`src/rtl/serial_word_compare.sv`:
```
// -----------------------------------------------------------------------------
// serial_word_compare
//
// Bit-serial unsigned magnitude/equality comparator. Two operands arrive MSB
// first, one bit pair per accepted cycle. Once WIDTH bit pairs have been
// consumed the block raises a one-cycle `done` strobe together with exactly
// one of eq/gt/lt. Results hold until the next accepted `start`.
//
// Handshake: a bit pair is consumed on a rising edge where the FSM is in
// COMPARE and bit_valid=1. There is no back-pressure. `start` is only
// honoured in IDLE. Cycles with bit_valid=0 in COMPARE are bubbles.
//
// Parameters:
//   WIDTH      operand width in bits, 2..32 (default 4)
//
// Ports:
//   clk        clock, rising edge
//   rst_n      asynchronous active-low reset
//   start      begin a new comparison (IDLE only)
//   bit_valid  a_bit/b_bit carry a valid pair this cycle
//   a_bit      operand A, serial, MSB first
//   b_bit      operand B, serial, MSB first
//   busy       high while in COMPARE
//   done       one-cycle strobe; results valid from this cycle
//   eq         A == B
//   gt         A >  B (unsigned)
//   lt         A <  B (unsigned)
//
// Build option:
//   SERIAL_WORD_COMPARE_EARLY_EXIT_EN  when defined, the first differing bit
//   pair finishes the comparison immediately. The sender must stop driving
//   the rest of that word; extra bit_valid in DONE/IDLE is ignored.
//
// The FSM state is held in `state_q` (type state_t) for checker binding.
// -----------------------------------------------------------------------------
module serial_word_compare #(
   parameter int WIDTH = 4
) (
   input  logic clk,
   input  logic rst_n,
   input  logic start,
   input  logic bit_valid,
   input  logic a_bit,
   input  logic b_bit,
   output logic busy,
   output logic done,
   output logic eq,
   output logic gt,
   output logic lt
);

   // One extra bit so the counter can never wrap inside a word.
   localparam int CW = $clog2(WIDTH) + 1;

`ifdef SERIAL_WORD_COMPARE_EARLY_EXIT_EN
   localparam bit EARLY_EXIT = 1'b1;
`else
   localparam bit EARLY_EXIT = 1'b0;
`endif

   typedef enum logic [1:0] {
      IDLE    = 2'd0,
      COMPARE = 2'd1,
      DONE    = 2'd2
   } state_t;

   state_t        state_q, state_d;
   logic [CW-1:0] cnt_q, cnt_d;
   logic          decided_q, decided_d;
   logic          a_gt_q, a_gt_d;
   logic          eq_q, eq_d;
   logic          gt_q, gt_d;
   logic          lt_q, lt_d;
   logic          busy_q, busy_d;
   logic          done_q, done_d;

   logic          last_bit;
   logic          first_diff;

   assign last_bit   = (cnt_q == CW'(WIDTH - 1));
   // First differing pair of this word (later differences are irrelevant
   // because the MSB-most difference decides the magnitude).
   assign first_diff = !decided_q && (a_bit ^ b_bit);

   // ---------------------------------------------------------------------------
   // Next-state and registered-output logic
   // ---------------------------------------------------------------------------
   always_comb begin
      state_d   = state_q;
      cnt_d     = cnt_q;
      decided_d = decided_q;
      a_gt_d    = a_gt_q;
      eq_d      = eq_q;
      gt_d      = gt_q;
      lt_d      = lt_q;
      busy_d    = 1'b0;
      done_d    = 1'b0;

      case (state_q)
         IDLE: begin
            if (start) begin
               state_d   = COMPARE;
               cnt_d     = '0;
               decided_d = 1'b0;
               a_gt_d    = 1'b0;
               eq_d      = 1'b0;
               gt_d      = 1'b0;
               lt_d      = 1'b0;
               busy_d    = 1'b1;
            end
         end

         COMPARE: begin
            busy_d = 1'b1;
            if (bit_valid) begin
               cnt_d = cnt_q + CW'(1);
               if (first_diff) begin
                  decided_d = 1'b1;
                  a_gt_d    = a_bit;
               end
               // decided_d/a_gt_d already include this edge's bit pair, so a
               // difference in the final bit is reflected in the result.
               if (last_bit || (EARLY_EXIT && first_diff)) begin
                  state_d = DONE;
                  busy_d  = 1'b0;
                  done_d  = 1'b1;
                  if (decided_d) begin
                     eq_d = 1'b0;
                     gt_d = a_gt_d;
                     lt_d = ~a_gt_d;
                  end else begin
                     eq_d = 1'b1;
                     gt_d = 1'b0;
                     lt_d = 1'b0;
                  end
               end
            end
         end

         DONE: begin
            state_d = IDLE;
         end

         default: begin
            state_d = IDLE;
         end
      endcase
   end

   // ---------------------------------------------------------------------------
   // State registers
   // ---------------------------------------------------------------------------
   always_ff @(posedge clk or negedge rst_n) begin
      if (!rst_n) begin
         state_q   <= IDLE;
         cnt_q     <= '0;
         decided_q <= 1'b0;
         a_gt_q    <= 1'b0;
         eq_q      <= 1'b0;
         gt_q      <= 1'b0;
         lt_q      <= 1'b0;
         busy_q    <= 1'b0;
         done_q    <= 1'b0;
      end else begin
         state_q   <= state_d;
         cnt_q     <= cnt_d;
         decided_q <= decided_d;
         a_gt_q    <= a_gt_d;
         eq_q      <= eq_d;
         gt_q      <= gt_d;
         lt_q      <= lt_d;
         busy_q    <= busy_d;
         done_q    <= done_d;
      end
   end

   assign busy = busy_q;
   assign done = done_q;
   assign eq   = eq_q;
   assign gt   = gt_q;
   assign lt   = lt_q;

endmodule
```
`config.mk`:
```
export PLATFORM = sky130hd
export DESIGN_NAME = serial_word_compare
export DESIGN_NICKNAME = d
export VERILOG_FILES = /design/src/rtl/serial_word_compare.sv
export SDC_FILE = /design/constraint.sdc
export NUM_CORES = 1
export LEC_CHECK = 0
export CAP_MARGIN = 20
export CORE_MARGIN = 2
export CORE_UTILIZATION = 45
export CTS_CLUSTER_DIAMETER = 60
export DETAILED_ROUTE_END_ITERATION = 10
export PLACE_DENSITY = 0.69
export SYNTH_ARGS = -nofsm -noshare
export SYNTH_HDL_FRONTEND = slang
export SYNTH_SLANG_ARGS = --single-unit
```
`constraint.sdc`:
```
create_clock -name clk -period 1.45 [get_ports clk]
set_input_delay 0.3625 -clock clk [delete_from_list [all_inputs] [get_ports clk]]
set_output_delay 0.3625 -clock clk [all_outputs]
set_load 0.1 [all_outputs]
```
==> results of run 1 <==
-- logic make-up (layout without fill, tap and decap cells) --
family / after synthesis / in the layout / share of synthesized area [%]
flops: 12 / 12 / 47.5
fa+ha+maj: 2 / 2 / 3.96
xor+xnor: 1 / 1 / 1.39
buf+inv: 9 / 24 / 7.33
compound gates: 19 / 19 / 23.0
simple gates: 10 / 10 / 13.7
mux: 2 / 2 / 3.17
-- worst paths after layout --
kind | start | end | cells after the start
setup / recovery | bit_valid | cnt_q[1] | 4
hold / removal | rst_n | cnt_q[1] | 2
setup reg to reg | cnt_q[0] | eq | 5
hold reg to reg | cnt_q[2] | cnt_q[2] | 1
max in group asynchronous | rst_n | eq | 2
min in group clk | cnt_q[2] | cnt_q[2] | 1
-- cell type report --
class / count / area, µm² / area share (%)
well taps: 15 / 18.8 / 2.22
clock buffers: 4 / 36.3 / 4.29
inverters: 6 / 22.5 / 2.66
multi-input cells: 34 / 288 / 34.0
flip-flops and latches: 12 / 300 / 35.5
repair buffers: 14 / 180 / 21.3
-- cell usage in the layout, fill, tap and decap left out, drive strengths merged, types with 3 or more instances in the layout --
master	netlist	layout
a21oi	4	4
a22o	4	4
a31oi	3	3
buf	3	9
clkbuf	0	4
clkdlybuf4s50	0	5
dfrtp	12	12
inv	6	6
nand2b	3	3
-- per-layer routing --
layer,GRT usage [%],vias up,share of wire (%)
met2,27.8,6,49
met4,1.94,0,0
li1,-,228,-
met5,0,-,0
met1,21.6,226,48
met3,3.48,0,3.3
-- flip-flops by register name, indices dropped and copies added (netlist names) --
| signal | count |
|---|---|
| done | 1 |
| gt | 1 |
| eq | 1 |
| state_q | 2 |
| decided_q | 1 |
| a_gt_q | 1 |
| cnt_q | 3 |
| lt | 1 |
| busy | 1 |
-- critical path, delay by kind of cell --
| kind | cells | cell delay (ns) |
|---|---|---|
| compound gates | 2 | 0.36 |
| simple gates | 1 | 0.23 |
| buf+inv | 1 | 0.57 |
-- stage by stage --
| step | std cells | utilization (%) | power [W] | setup WS [ns] | area [µm²] |
|---|---|---|---|---|---|
| 2_1_floorplan | 55 | - | 0.00145 | 0.169 | 632 |
| 6_report | 85 | 65.0 | 0.00209 | 0.0700 | 846 |
| 3_3_place_gp | 81 | 62.0 | 0.00181 | -0.161 | 807 |
| 4_1_cts | 85 | 64.8 | 0.00211 | 0.0393 | 843 |
| 3_5_place_dp | 81 | 62.0 | 0.00184 | -0.202 | 807 |
| 5_1_grt | 85 | 65.0 | 0.00220 | 0.000464 | 846 |
-- power by group through the flow --
stage / Clock (W) / Combinational [W] / Sequential (W)
final: 0.000259 / 0.00116 / 0.000676
after global routing: 0.000280 / 0.00122 / 0.000700
after CTS: 0.000266 / 0.00116 / 0.000680
after global placement: 0 / 0.00114 / 0.000675
after detailed placement: 0 / 0.00116 / 0.000683
after floorplan: 0 / 0.000443 / 0.00100
-- what timing repair did --
action	4_1_cts	5_1_grt
endpoints found under the setup margin	0	3
setup buffers	0	0
hold endpoints to repair	0	0
hold buffers	0	0
resized for setup	0	1
==> out/qor_table.md, run 1 <==
| Group | Parameter | Reported |
| --- | --- | --- |
| status | Outcome | finished clean |
| run | Max_cap viols | 0 |
| logic synthesis | Top post-synthesis cells by area | dfrtp_1, a22o_1, ha_1, nand4b_4, inv_1 |
| logic synthesis | Portion of the post-synthesis area used by sequential elements | 47.5% |
| timing | Final worst path period share | 95.2% |
| timing | Total Negative Setup Slacks | 0 ns |
| floorplanning | Initial core utilization | 48.6% |
| worst setup path | Critical Path, Cell by Cell | clkdlybuf4s50_1, nor2b_1, a22o_1, a22o_1 |
| power and ir drop | Internal Dissipation | 0.00111 W |
| timing | Headroom to the max-slew limit | 70.2% |
| drt | Number of DRC markers after the initial detailed-route iteration | 5 |
| placed design | HPWL after DPL | 945 µm |
| power and ir drop | Leakage power | 0.413 nW |
| cells and area | Share of post-route cells with drive strength above 1 | 27.1% |
| clocking | Sinks on Clock Net | 12 |
| worst setup path | Required time at the worst-slack endpoint | 1.61 ns |
| placed design | Gp weighted congestion | 0.781 |
| clocking | Cell chosen for the clock root | clkbuf_4 |
| clocking | Clk buf depth | 2 |
| global route | Overall overflow remaining after global route | 0 |
| logic synthesis | Area leader, netlist | dfrtp_1 |
| worst setup path | Cell repeated most along the worst path | a22o_1 |
| worst setup path | WS Path Type | in2reg |
| worst setup path | Maximum fanout encountered on the critical timing path | 8 |
| floorplanning | Core ar. | 1300 µm² |
| global route | Number of global-route vias before repair | 481 |
| logic synthesis | Post-Synthesis Cells | 55 |
| clocking | Clock slew at the register clock pins of the worst setup and hold paths | 0.08 ns |
| logic synthesis | Yosys warnings | 0 |
| timing | Final-report setup violation count | 0 |
| cells and area | Fill cells | 107 |
| clocking | Number of buffers created by CTS | 3 |
| worst setup path | Arrival time worst endpoint | 1.54 ns |
| global route | Largest net degree at the start of global routing | 13 |
| logic synthesis | Number of distinct library cells after synthesis | 26 |
| floorplanning | Std cell rows | 13 |
| global route | Combined global-route utilization of all metal layers | 16.2% |
| global route | Wire length of the first global-routing pass | 2190 µm |
| logic synthesis | Number of synthesized flops with an enable pin | 0 |
| floorplanning | Width of the die | 41.5 µm |
| logic synthesis | Number of nets in the synthesized netlist | 63 |
| timing | Top achievable clock speed | 0.725 GHz |
| power and ir drop | Sequential cell fraction of total power | 32.3% |
| power and ir drop | Proportion of power drawn by combinational gates | 55.3% |
| power and ir drop | NetSw | 0.000980 W |
| drt | Remaining number of nets flagged by the antenna check after routing | 0 |
| placed design | Port Buffer Count | 10 |
| logic synthesis | Flip-flop and latch count after synthesis | 12 |
| power and ir drop | Pwr Density | 2470 nW/µm² |
| logic synthesis | Flip-flop cell with the highest count after synthesis | dfrtp_1 |
| power and ir drop | Power share of the clock group | 12.4% |
| timing | Count of final hold-check violations | 0 |
| timing | Pins Over Slew Limit | 0 |
| clocking | Insertion delay of the later-clocked pin in the worst-skew pair | 0.26 ns |
| timing | Tightest Pin Transition | 0.446 ns |
| cells and area | Synth-to-Final Area Change | 33.9% |
| logic synthesis | Area share of the largest cell type after synthesis | 47.5% |
| worst setup path | Highest-delay cell along the critical path | clkdlybuf4s50_1 |
| logic synthesis | Syn_area_per_cell | 11.5 µm² |
| floorplanning | Die outline area | 1720 µm² |
| timing | Smallest hold slack | 0.394 ns |
| power and ir drop | IR drop worst, VDD | 1450 µV |
| worst setup path | Maximum cell stage delay along the critical path | 0.57 ns |
| global route | Number of antenna violations at the first check in global routing | 0 |
| floorplanning | Number of primary I/O pins | 11 |
| logic synthesis | Leading cell type by number of instances after synthesis | dfrtp_1 |
| logic synthesis | Area of the mapped netlist | 632 µm² |
| drt | Via-to-Cell Ratio | 5.41 |
| timing | Min Tclk post-route | 1.38 ns |
| worst setup path | CP endpoint kind | register |
| worst setup path | Minimum setup slack among reg-to-reg paths | 0.09 ns |
| logic synthesis | Post-synth top cells | dfrtp_1, inv_1, a21oi_1, a22o_1, a31oi_1 |
| power and ir drop | Sw frac | 46.9% |
| floorplanning | Die Y-Extent | 41.5 µm |
| clocking | CTS tree | done |
| drt | Number of iterations in the first detailed-routing pass | 3 |
| drt | Final WL | 1200 µm |
| timing | Unrepaired setup endpoints after global routing | false |
| min path | Type of the most critical hold path | in2async |
| drt | Routed WL per cell | 14.1 µm |
| clocking | Number of H-tree branching levels | 1 |
| worst setup path | Critical Path Start Type | input port |
| cells and area | Diodes inserted | 0 |
| timing | Maximum clock skew at final layout | 0.00255 ns |
| drt | Remaining DRCs | 0 |
| cells and area | # nets final | 79 |
| logic synthesis | Fraction of registers with async set/reset | 100% |
| drt | Count of vias placed by the detailed router | 460 |
(Power assumes the default switching activity.)
==> run 2, diff against run 1 <==
HOLD_SLACK_MARGIN = 0.12   (was not set)
==> results of run 2 <==
Same layout as run 1: the final DEF is identical, and so are final timing and power.
